==> src/rtl/l2_arb_pkg.sv <==
// Shared types and constants for the L2 line-fill arbiter.
//   state_t      : fill FSM states
//   NUM_REQ      : number of miss handlers competing for L2
//   NUM_BEATS    : words per cache line fill
//   LINE_OFFS_W  : byte-offset bits inside a line
//   BEAT_W       : width of the in-line word index
//   DATA_W       : L2 word width
package l2_arb_pkg;

  localparam int unsigned NUM_REQ     = 2;
  localparam int unsigned NUM_BEATS   = 8;
  localparam int unsigned LINE_OFFS_W = 5;
  localparam int unsigned BEAT_W      = $clog2(NUM_BEATS);
  localparam int unsigned DATA_W      = 32;

  typedef enum logic [1:0] {
    S_IDLE  = 2'd0,
    S_BURST = 2'd1,
    S_LAST  = 2'd2
  } state_t;

endpackage

==> src/rtl/rr_arb2.sv <==
// Two-way round-robin selector.
//   i_req    : request vector
//   i_last   : index of the requester granted most recently
//   o_gnt_c  : one-hot grant (combinational)
module rr_arb2
  import l2_arb_pkg::*;
(
  input  logic [NUM_REQ-1:0] i_req,
  input  logic               i_last,
  output logic [NUM_REQ-1:0] o_gnt_c
);

  // On a tie the requester that did not win last time is chosen.
  always_comb begin
    o_gnt_c = '0;
    unique case (i_req)
      2'b01:   o_gnt_c = 2'b01;
      2'b10:   o_gnt_c = 2'b10;
      2'b11:   o_gnt_c = i_last ? 2'b01 : 2'b10;
      default: o_gnt_c = '0;
    endcase
  end

endmodule

==> src/rtl/l2_fill_arbiter.sv <==
// Arbitrates I-/D-cache line fills onto one L2 read port and streams the
// eight words of the granted line back to the winner.
//   clk, rst          : clock, async active-high reset
//   req, req_addr0/1  : fill requests and miss byte addresses
//   gnt               : one-hot grant held for the whole fill
//   l2_rd_en, l2_addr : L2 read strobe and word address
//   l2_rd_data        : L2 data, one cycle after l2_rd_en
//   fill_data/vld/beat: forwarded line word, valid, word index
//   fill_done         : one-cycle completion pulse to the winner
module l2_fill_arbiter
  import l2_arb_pkg::state_t, l2_arb_pkg::S_IDLE, l2_arb_pkg::S_BURST,
         l2_arb_pkg::S_LAST, l2_arb_pkg::NUM_REQ, l2_arb_pkg::LINE_OFFS_W,
         l2_arb_pkg::BEAT_W, l2_arb_pkg::DATA_W;
#(
  parameter int unsigned NUM_BEATS = l2_arb_pkg::NUM_BEATS,
  parameter int unsigned ADDR_W    = 32
) (
  input  logic                 clk,
  input  logic                 rst,
  input  logic [NUM_REQ-1:0]   req,
  input  logic [ADDR_W-1:0]    req_addr0,
  input  logic [ADDR_W-1:0]    req_addr1,
  output logic [NUM_REQ-1:0]   gnt,
  output logic                 l2_rd_en,
  output logic [ADDR_W-1:0]    l2_addr,
  input  logic [DATA_W-1:0]    l2_rd_data,
  output logic [DATA_W-1:0]    fill_data,
  output logic                 fill_vld,
  output logic [BEAT_W-1:0]    fill_beat,
  output logic [NUM_REQ-1:0]   fill_done
);

  localparam int unsigned LINE_W = ADDR_W - LINE_OFFS_W;

  state_t              r_state;
  logic [NUM_REQ-1:0]  r_gnt;
  logic                r_last;
  logic [LINE_W-1:0]   r_line;
  logic [BEAT_W-1:0]   r_beat;
  logic                r_rd_en;
  logic [ADDR_W-1:0]   r_addr;
  logic                r_fill_vld;
  logic [BEAT_W-1:0]   r_fill_beat;
  logic [NUM_REQ-1:0]  r_done;

  logic [NUM_REQ-1:0]  w_arb_gnt;
  logic [ADDR_W-1:0]   w_sel_addr;
  logic [LINE_W-1:0]   w_sel_line;
  logic [BEAT_W-1:0]   w_beat_nxt;
  logic                w_unused_offs;

  rr_arb2 u_rr_arb2 (
    .i_req   (req),
    .i_last  (r_last),
    .o_gnt_c (w_arb_gnt)
  );

  assign w_sel_addr    = w_arb_gnt[1] ? req_addr1 : req_addr0;
  assign w_sel_line    = w_sel_addr[ADDR_W-1:LINE_OFFS_W];
  assign w_beat_nxt    = r_beat + BEAT_W'(1);
  // Byte offset within the line is irrelevant: whole lines are fetched.
  assign w_unused_offs = ^w_sel_addr[LINE_OFFS_W-1:0];

  // Fill FSM with registered grant, L2 request and fill-return outputs.
  always_ff @(posedge clk or posedge rst) begin
    if (rst) begin
      r_state     <= S_IDLE;
      r_gnt       <= '0;
      r_last      <= 1'b1;
      r_line      <= '0;
      r_beat      <= '0;
      r_rd_en     <= 1'b0;
      r_addr      <= '0;
      r_fill_vld  <= 1'b0;
      r_fill_beat <= '0;
      r_done      <= '0;
    end else begin
      // Return path trails the L2 strobe by exactly one cycle.
      r_fill_vld  <= r_rd_en;
      r_fill_beat <= r_rd_en ? r_beat : '0;
      r_done      <= '0;
      unique case (r_state)
        S_IDLE: begin
          r_beat <= '0;
          if (req != '0) begin
            r_gnt   <= w_arb_gnt;
            r_last  <= w_arb_gnt[1];
            r_line  <= w_sel_line;
            r_rd_en <= 1'b1;
            r_addr  <= ADDR_W'({w_sel_line, BEAT_W'(0)});
            r_state <= S_BURST;
          end
        end
        S_BURST: begin
          if (r_beat == BEAT_W'(NUM_BEATS - 1)) begin
            r_rd_en <= 1'b0;
            r_addr  <= '0;
            r_beat  <= '0;
            r_done  <= r_gnt;
            r_state <= S_LAST;
          end else begin
            r_beat <= w_beat_nxt;
            r_addr <= ADDR_W'({r_line, w_beat_nxt});
          end
        end
        S_LAST: begin
          r_gnt   <= '0;
          r_state <= S_IDLE;
        end
        default: r_state <= S_IDLE;
      endcase
    end
  end

  assign gnt       = r_gnt;
  assign l2_rd_en  = r_rd_en;
  assign l2_addr   = r_addr;
  assign fill_vld  = r_fill_vld;
  assign fill_beat = r_fill_beat;
  assign fill_done = r_done;
  // L2 data arrives in the fill_vld cycle, so it is forwarded unregistered.
  assign fill_data = r_fill_vld ? l2_rd_data : '0;

endmodule
==> config.mk <==
export PLATFORM = sky130hd
export DESIGN_NAME = l2_fill_arbiter
export DESIGN_NICKNAME = d
export VERILOG_FILES = /design/src/rtl/l2_arb_pkg.sv /design/src/rtl/rr_arb2.sv /design/src/rtl/l2_fill_arbiter.sv
export SDC_FILE = /design/constraint.sdc
export NUM_CORES = 1
export LEC_CHECK = 0
export ABC_CLOCK_PERIOD_IN_PS = 4800
export CAP_MARGIN = 10
export CORE_MARGIN = 2
export CORE_UTILIZATION = 46
export CTS_CLUSTER_DIAMETER = 200
export DETAILED_ROUTE_END_ITERATION = 10
export MAX_ROUTING_LAYER = met4
export PLACE_DENSITY = 0.95
export REMOVE_ABC_BUFFERS = 1
export SYNTH_ARGS = -nofsm -noshare
export SYNTH_HDL_FRONTEND = slang
export SYNTH_HIERARCHICAL = 1
export SYNTH_SLANG_ARGS = --single-unit
==> constraint.sdc <==
create_clock -name clk -period 4.8 [get_ports clk]
set_clock_uncertainty 0.2 [all_clocks]
set_input_delay 1.44 -clock clk [delete_from_list [all_inputs] [get_ports clk]]
set_output_delay 1.44 -clock clk [all_outputs]
set_load 0.01 [all_outputs]
==> out/metrics.yaml <==
layout:
  drive_gt1_share_pct: 9.63
  fin_cells: 624
  fin_nets: 617
  antenna_cells: 0
  areaGrowthSynthToFinish_pct: 46.8
  fillers: 606
  post-route-util_pct: 69.3
placed_design:
  routabilityCongestion: 0.767
  place_hpwl_um: 7150
  io_buffers: 160
  dp.cells: 608
  pre_cts_ws_ps: 524
clocking:
  postCtsHoldBufs: 0
  post_cts_buffers: 0
  cts.sinks: 72
  clk_pin_slew_worst_paths_ps: 60
  clock_latency_ps: 330
  cts_made_buffers: 9
  cts_root_buffer: "clkbuf_8"
  cts_tree: "done"
  cts-resized-gates: 0
  clock_path_buffers: 2
  htree_levels: 3
pwr:
  p_sw_w: 0.00115
  p_leak_nw: 2.33
  internal-power_w: 0.00199
  switching_share_pct: 36.6
  design_power_total_w: 0.00314
  clkPwrFrac_pct: 13.8
  powerDensity_nw_per_um2: 555
  vdd_drop_max_v: 0.000286
  combinationalPowerShare_pct: 50.2
  pwr-share-seq_pct: 36.0
sta:
  rsz0062_at_grt: "false"
  slew_viol_final: 0
  max_freq_mhz: 233
  worst_slew_pin_slew_ps: 1130
  period_minus_slack_ps: 4290
  fin_crit_sh_pct: 89.3
  setup_ws_ps: 512
  hold_viol: 0
  maxSlewHeadroom_pct: 24.8
  finalSetupViolations: 0
  setup_tns_ps: 0
drt:
  via_count: 3279
  viasPerCell: 5.25
  dr.pass1.iters: 4
  wl_um: 10200
  drcViolationCount: 0
  postRouteAntennaNets: 0
  initialDrtViolationCount: 133
  wl_per_cell_um: 16.3
flow_run:
  maxCapViolations: 0
logic_synthesis:
  yosysWarnings: 6
  synth_top_cell_by_area: "dfrtp_1"
  synth_seq_cells: 72
  synth-async-reset-ratio_pct: 100
  syn_area_um2: 3860
  synth_top_area_share_pct: 46.0
  synth_cells: 369
  synth_cell_types: 36
  syn_avg_cell_area_um2: 10.5
  synth_edf_count: 0
  yosysSeqAreaShare_pct: 46.7
  ys_top_cells_by_area: "dfrtp_1 46%, and2_1 5.8%, a2111oi_4 5.7%"
  synth_ff_type: "dfrtp_1"
floorplan:
  rows: 33
  die_h_um: 95.6
  io_pins: 173
  die_x_um: 95.6
  core_region_area_um2: 8180
  initial_utilization_pct: 47.2
  die_area_um2: 9140
global_route:
  antenna_found_initial: 0
  grt_pass1_vias: 3394
  grt_overflow: 0
  grt_pass1_wl_um: 16000
  track_usage_pct: 23.1
  grt_max_degree: 58
worst_setup_path:
  critPathBufInv: 2
  cp.depth: 3
  crit_arrival_ps: 2650
  path_class: "input port to primary output"
  rr_worst_depth: 2
  path_delay_family: "buffers and inverters"
  end_kind: "primary output"
  crit_fanout: 1
  cp_common_cell: "clkdlybuf4s50_1"
  cp.required_ps: 3160
  critPathLaunchType: "input port"
  max_stage_delay_ps: 570
  crit_chain: "clkdlybuf4s50_1 > and2_1 > clkdlybuf4s50_1"
  crit_slowest_cell: "clkdlybuf4s50_1"
min_path:
  min_delay_path_depth: 0
  hold_class: "flip-flop to flip-flop"
run_status:
  outcome: "finished clean"
==> cells by family (layout without fill, tap and decap cells) <==
logic type	after synthesis	after routing	share of synthesized area [%]
other cells	1	2	0.0972
flops	72	72	46.7
compound gates	93	93	24.2
simple gates	135	135	19.7
buf+inv	64	213	7.97
mux	1	1	0.292
fa+ha+maj	3	3	0.973
==> metal layers <==
metal / GRT usage (%) / up-vias / wire, um
li1: - / 1570 / -
met4: 6.31 / 0 / 87
met1: 28.3 / 1598 / 4340
met5: - / - / 0
met3: 4.90 / 9 / 510
met2: 38.8 / 102 / 5240
==> cell usage after synthesis, types with 2 or more instances <==
cell type and n:
nand2b_1 28, a21o_1 2, a221oi_2 3, and2_1 36, ha_1 3, and3_1 2
buf_2 14, a2111oi_2 10, a221oi_1 24, nor2_1 27, nor4b_1 2, a21oi_1 28
buf_6 4, buf_4 5, a2111oi_0 8, nand2_1 9, o21ai_0 3, clkbuf_1 10
a2111oi_4 8, dfrtp_1 71, nor2b_1 28, inv_1 30
==> final timing paths <==
kind / from / end / slack, ps
worst max register to register: r_state[1]$_DFFE_PP0P_ / r_last$_DFFE_PP1P_ / 2290
worst max-delay path: l2_rd_data[6] / fill_data[6] / 510
min in group asynchronous: rst / l2_addr[21]$_DFFE_PP0P_ / 1230
worst min-delay path: l2_rd_en$_DFFE_PP0P_ / fill_vld$_DFF_PP0_ / 290
max in group asynchronous: rst / l2_addr[12]$_DFFE_PP0P_ / 2380
worst min register to register: l2_rd_en$_DFFE_PP0P_ / fill_vld$_DFF_PP0_ / 290
==> layout make-up <==
class / count / area, um2 / area share, %
Inverter: 30 / 113 / 1.99
Timing Repair Buffer: 167 / 1670 / 29.4
Sequential cell: 72 / 1800 / 31.8
Multi-Input combinational cell: 234 / 1770 / 31.3
Clock buffer: 16 / 180 / 3.18
Tap cell: 105 / 131 / 2.32
==> power by group through the flow <==
stage / Clock [W] / Sequential, W / Combinational [W]
floorplan: 0 / 0.00116 / 0.000780
global placement: 0 / 0.00111 / 0.00151
detailed placement: 0 / 0.00114 / 0.00159
CTS: 0.000444 / 0.00113 / 0.00159
global route: 0.000469 / 0.00117 / 0.00172
finish: 0.000434 / 0.00113 / 0.00158
==> state kept, by name, indices dropped and copies added (netlist names) <==
name and count:
l2_rd_en 1, l2_addr 30, r_beat 3, r_last 1, r_line 27, fill_done 2, r_state 2, fill_vld 1
gnt 2, fill_beat 3
==> layout by cell type, fill, tap and decap left out, types with 3 or more instances in the layout <==
cell type / n
nand2b_1: 28
clkbuf_8: 12
buf_4: 6
a2111oi_4: 8
ha_1: 3
inv_1: 29
o21ai_0: 3
a221oi_2: 3
nand2_1: 9
clkdlybuf4s50_1: 160
a2111oi_0: 8
dfrtp_1: 70
nor2b_1: 27
a221oi_1: 24
clkbuf_1: 4
and2_1: 36
a21oi_1: 28
a2111oi_2: 10
nor2_1: 27
==> worst register-to-register path, stage by stage (launching register included) <==
cell,delay (ps)
dfrtp_2,1110
or2_4,720
mux2_2,410
==> through the flow <==
| step | cell area [um2] | hold WS, ps |
|---|---|---|
| 2_1_floorplan | 3670 | 267 |
| 3_3_place_gp | 5490 | 256 |
| 3_5_place_dp | 5490 | 279 |
| 4_1_cts | 5670 | 292 |
| 5_1_grt | 5670 | 306 |
| 6_report | 5670 | 294 |
(Power assumes the default switching activity.)
